$ cat src/rtl/cv_seq_gen.sv
// Sequence generator: plays a programmable 16-entry nibble table as DAT_O/STB_O,
// paced by the 1 kHz clock-enable, in single-shot or looped mode.
module cv_seq_gen #(
    parameter int STEP_TICKS = 250,
    parameter int CNT_WDT    = 16
) (
    input  logic       CLK_48,
    input  logic       SYS_NRST,
    input  logic       CE,
    input  logic       START,
    input  logic       STOP,
    input  logic       LOOP,
    input  logic [3:0] LEN,
    input  logic       WR_EN,
    input  logic [3:0] WR_ADDR,
    input  logic [3:0] WR_DAT,
    output logic [3:0] DAT_O,
    output logic       STB_O,
    output logic       BUSY,
    output logic       DONE,
    output logic [3:0] IDX_O
);

    typedef enum logic [1:0] {S_IDLE, S_WAIT, S_EMIT, S_DONE} state_t;

    localparam logic [CNT_WDT-1:0] RELOAD = CNT_WDT'(STEP_TICKS - 1);

    logic [1:0]         rst_sync;
    logic               rst_n;
    state_t             state;
    logic [15:0][3:0]   tbl;
    logic [CNT_WDT-1:0] cnt;
    logic [3:0]         len_l;
    logic               loop_l;

    // Async assert, sync release; everything below resets from the synchronised copy.
    always_ff @(posedge CLK_48 or negedge SYS_NRST) begin
        if (!SYS_NRST) rst_sync <= 2'b00;
        else           rst_sync <= {rst_sync[0], 1'b1};
    end
    assign rst_n = rst_sync[1];

    always_ff @(posedge CLK_48 or negedge rst_n) begin
        if (!rst_n) begin
            state  <= S_IDLE;
            tbl    <= '0;
            cnt    <= '0;
            len_l  <= '0;
            loop_l <= 1'b0;
            DAT_O  <= '0;
            STB_O  <= 1'b0;
            BUSY   <= 1'b0;
            DONE   <= 1'b0;
            IDX_O  <= '0;
        end else begin
            // Writes only land in IDLE, so the table is frozen for the whole run.
            if (WR_EN && state == S_IDLE) tbl[WR_ADDR] <= WR_DAT;

            if (STOP) begin
                state <= S_IDLE;
                STB_O <= 1'b0;
                DONE  <= 1'b0;
                BUSY  <= 1'b0;
                IDX_O <= '0;
            end else begin
                case (state)
                    S_IDLE: begin
                        STB_O <= 1'b0;
                        DONE  <= 1'b0;
                        if (START) begin
                            state  <= S_WAIT;
                            len_l  <= LEN;
                            loop_l <= LOOP;
                            IDX_O  <= '0;
                            cnt    <= RELOAD;
                            BUSY   <= 1'b1;
                        end
                    end
                    S_WAIT: begin
                        if (CE) begin
                            if (cnt != '0) begin
                                cnt <= cnt - 1'b1;
                            end else begin
                                state <= S_EMIT;
                                DAT_O <= tbl[IDX_O];
                                STB_O <= 1'b1;
                            end
                        end
                    end
                    S_EMIT: begin
                        STB_O <= 1'b0;
                        cnt   <= RELOAD;
                        if (IDX_O != len_l) begin
                            IDX_O <= IDX_O + 4'd1;
                            state <= S_WAIT;
                        end else if (loop_l) begin
                            IDX_O <= '0;
                            state <= S_WAIT;
                        end else begin
                            IDX_O <= '0;
                            state <= S_DONE;
                            DONE  <= 1'b1;
                            BUSY  <= 1'b0;
                        end
                    end
                    default: begin
                        DONE  <= 1'b0;
                        state <= S_IDLE;
                    end
                endcase
            end
        end
    end

endmodule

$ cat config.mk
export PLATFORM = sky130hd
export DESIGN_NAME = cv_seq_gen
export DESIGN_NICKNAME = d
export VERILOG_FILES = /design/src/rtl/cv_seq_gen.sv
export SDC_FILE = /design/constraint.sdc
export NUM_CORES = 1
export LEC_CHECK = 0
export CAP_MARGIN = 10
export CORE_ASPECT_RATIO = 0.8
export CORE_MARGIN = 4
export CORE_UTILIZATION = 50
export DETAILED_ROUTE_END_ITERATION = 6
export GPL_ROUTABILITY_DRIVEN = 0
export PLACE_DENSITY = 0.72
export SLEW_MARGIN = 30
export SYNTH_ARGS = -nofsm -noshare
export SYNTH_HDL_FRONTEND = slang
export SYNTH_SLANG_ARGS = --single-unit
$ cat constraint.sdc
create_clock -name CLK_48 -period 3.2 [get_ports CLK_48]
set_input_delay 0.8 -clock CLK_48 [delete_from_list [all_inputs] [get_ports CLK_48]]
set_output_delay 0.8 -clock CLK_48 [all_outputs]
set_load 0.01 [all_outputs]
==> results_dict.tcl <==
set metrics [dict create \
    crit_start "WR_EN" \
    syn_inst 380 \
    syn_area_um2 4830 \
    cts_inserted_buffers 9 \
    synth_edf_count 0 \
    io_buffers 29 \
    drv_slew 0 \
    clock_path_buffers 2 \
    io_pins 30 \
    drt_wl_total_mm 10.3 \
    area_delta_synth_final_pct 14.8 \
    rrSetupSlack_ns 0.76 \
    hold_viol 0 \
    drive_above_1_share 0.307 \
    crit_type "input port to flip-flop" \
    ys_ff_latch 100 \
    r2r-start "cnt[0]" \
    status "finished clean" \
    clock_latency_ns 0.34 \
    min_period_ns 2.61 \
    grt_pass1_vias 3116 \
    start_util 0.523 \
    critPathCapture "tbl[18]" \
    max_freq_ghz 0.384 \
    firstDrtPassIters 4 \
    die-area_um2 11300 \
    ctsHoldBuffers 0 \
    tritoncts "built" \
    slew_headroom 0.506 \
    stdcell_area_um2 5540 \
    dp_hpwl_mm 7.22 \
    top_layer "met4" \
    vias_per_cell 5.81 \
    final-setup-viol-count 0 \
    cts_setup_buffers 0 \
    coreArea_um2 9230 \
    p_leak_nw 2.32 \
    h-tree-depth 3 \
    end_kind "flip-flop" \
    p_per_area_nw_per_um2 578 \
    track_usage 0.196 \
    dp_slack_ns 0.233 \
    worstMarginPinSlew_ns 0.734 \
    routedWlPerCell_um 19.5 \
    crit_fanout 4 \
    synthArstFlopShare 1.00 \
    worstPathRequired_ns 3.42 \
    finalPower_mw 3.20 \
    yosys_warnings 0 \
    grt_max_degree 59 \
    setup_tns_ns 0 \
    peakVddDrop_mv 0.472 \
    antenna_found_initial 0 \
    hp-class "flip-flop to flip-flop" \
    final.setup_skew_ns 0.00881 \
    ys_top_cells_by_area "dfrtp_1 52%, mux2_2 16%, mux4_2 7.5%" \
    rr_endpoint "cnt[15]" \
    arrival_ns 2.83 \
    cap_violations 0 \
    finalNetCount 430 \
    drc 0 \
    die_y_um 95.9 \
    crit_path_start_kind "input port" \
    cts_sinks 100 \
    whs_ns 0.358 \
    grt_overflow 0 \
    grt_pass1_wl_mm 17.0 \
    hold_start "rst_sync[0]" \
    ctsResizeCount 0 \
    synth_area_leader_cell "dfrtp_1" \
    avgSynthCellArea_um2 12.7 \
    vias 3076 \
    period_share 0.815 \
    rows 31 \
    rsz0062_at_grt "false" \
    synth_cell_type_count 58 \
    dpl-instance-area_um2 5260 \
    clkTransAtPathRegs_ns 0.07 \
    met1_length_mm 5.16 \
    ff2ff_path_depth 8 \
    antenna_cells 0 \
    nFillCells 721 \
    wl_met3_um 378 \
    setup_slack_ns 0.593 \
    ant_nets 0 \
    syn_nets 401 \
    seq_area_frac_synth 0.518 \
    drt_iter0_markers 234 \
    yosysTopAreaCellShare 0.518 \
    fp.dieW_um 118 \
    wl_met2_mm 4.66 \
    clockRootBuffer "clkbuf_16" \
    ys.flop_type "dfrtp_1" \
]
## cell families after synthesis
group / after synthesis / share of synthesized area
compound gates: 43 / 0.0625
xor+xnor: 12 / 0.0218
fa+ha+maj: 2 / 0.00518
mux: 90 / 0.250
buf+inv: 26 / 0.0228
flops: 100 / 0.518
other cells: 1 / 0.000777
simple gates: 106 / 0.119
## cell usage after synthesis (2+ instances only)
cell	count
nor3b_1	3
nand3b_1	2
a311oi_1	5
buf_2	3
nand3_1	13
o21ai_1	2
xnor2_1	12
nand2b_1	5
or2_2	2
o21ai_0	9
and3_1	3
nor3_1	5
nand2_1	23
mux4_2	16
nor2_1	27
nor2b_1	6
clkbuf_1	12
a2111oi_0	2
a22oi_1	5
dfrtp_1	100
mux2_2	69
mux2_4	4
inv_1	6
ha_1	2
a21oi_1	7
nand4_1	3
buf_1	3
## power by group
| group | total [mW] | switching (mW) | internal, mW |
|---|---|---|---|
| combinational | 0.499 | 0.193 | 0.305 |
| sequential | 1.67 | 0.164 | 1.50 |
| clock | 1.04 | 0.498 | 0.543 |
## how the worst min path moves through the flow
stage | endpoint | slack, ns | depth (start not counted)
after floorplan | rst_sync[1] | 0.33 | 0
final | rst_sync[1] | 0.36 | 0
after global placement | rst_sync[1] | 0.34 | 0
after detailed placement | rst_sync[1] | 0.34 | 0
after global routing | rst_sync[1] | 0.38 | 0
after CTS | rst_sync[1] | 0.37 | 0
## worst max-delay path: stages
cell and delay (ns):
clkdlybuf4s50_1 0.47, nor3b_1 0.35, or3b_1 0.51, nor2_1 0.32, mux2_2 0.38
## metal layers
layer,GRT usage,vias to the layer above
met5,0,-
met1,0.286,1556
met2,0.297,65
met4,0.0507,0
li1,-,1443
met3,0.0476,12
## state kept, by name, summed over array words and instances (netlist names)
register  cells
tbl          64
rst_sync      2
cnt          16
DAT_O         4
BUSY          1
DONE          1
state         2
len_l         4
IDX_O         4
STB_O         1
loop_l        1
## cell type report
| type | count | area (um2) | area share |
|---|---|---|---|
| Inverter | 6 | 22.5 | 0.00406 |
| Timing Repair Buffer | 38 | 370 | 0.0668 |
| Multi-Input combinational cell | 254 | 2220 | 0.400 |
| Clock buffer | 10 | 229 | 0.0413 |
| Tap cell | 115 | 144 | 0.0260 |
| Clock inverter | 6 | 55.1 | 0.00993 |
| Sequential cell | 100 | 2510 | 0.452 |
## layout by cell type, fill, tap and decap left out, types with 3 or more instances in the layout
cell type	instances
buf_4	8
nand2_1	23
o21ai_0	9
dfrtp_1	99
mux2_2	69
nand4_1	3
nor2b_1	6
and3_1	3
mux2_4	4
nand2b_1	5
mux4_2	16
xnor2_1	12
nor3b_1	3
clkinv_4	3
a21oi_1	7
nor3_1	5
a22oi_1	5
inv_1	6
a311oi_1	5
clkbuf_16	9
nor2_1	27
nand3_1	13
clkdlybuf4s50_1	29
## per-stage QoR
| step | utilization | instances |
|---|---|---|
| floorplan | - | 380 |
| global placement | 0.570 | 513 |
| detailed placement | 0.570 | 513 |
| CTS | 0.600 | 529 |
| global route | 0.600 | 529 |
| finish | 0.600 | 529 |
Power figures use the tool's default switching activity.
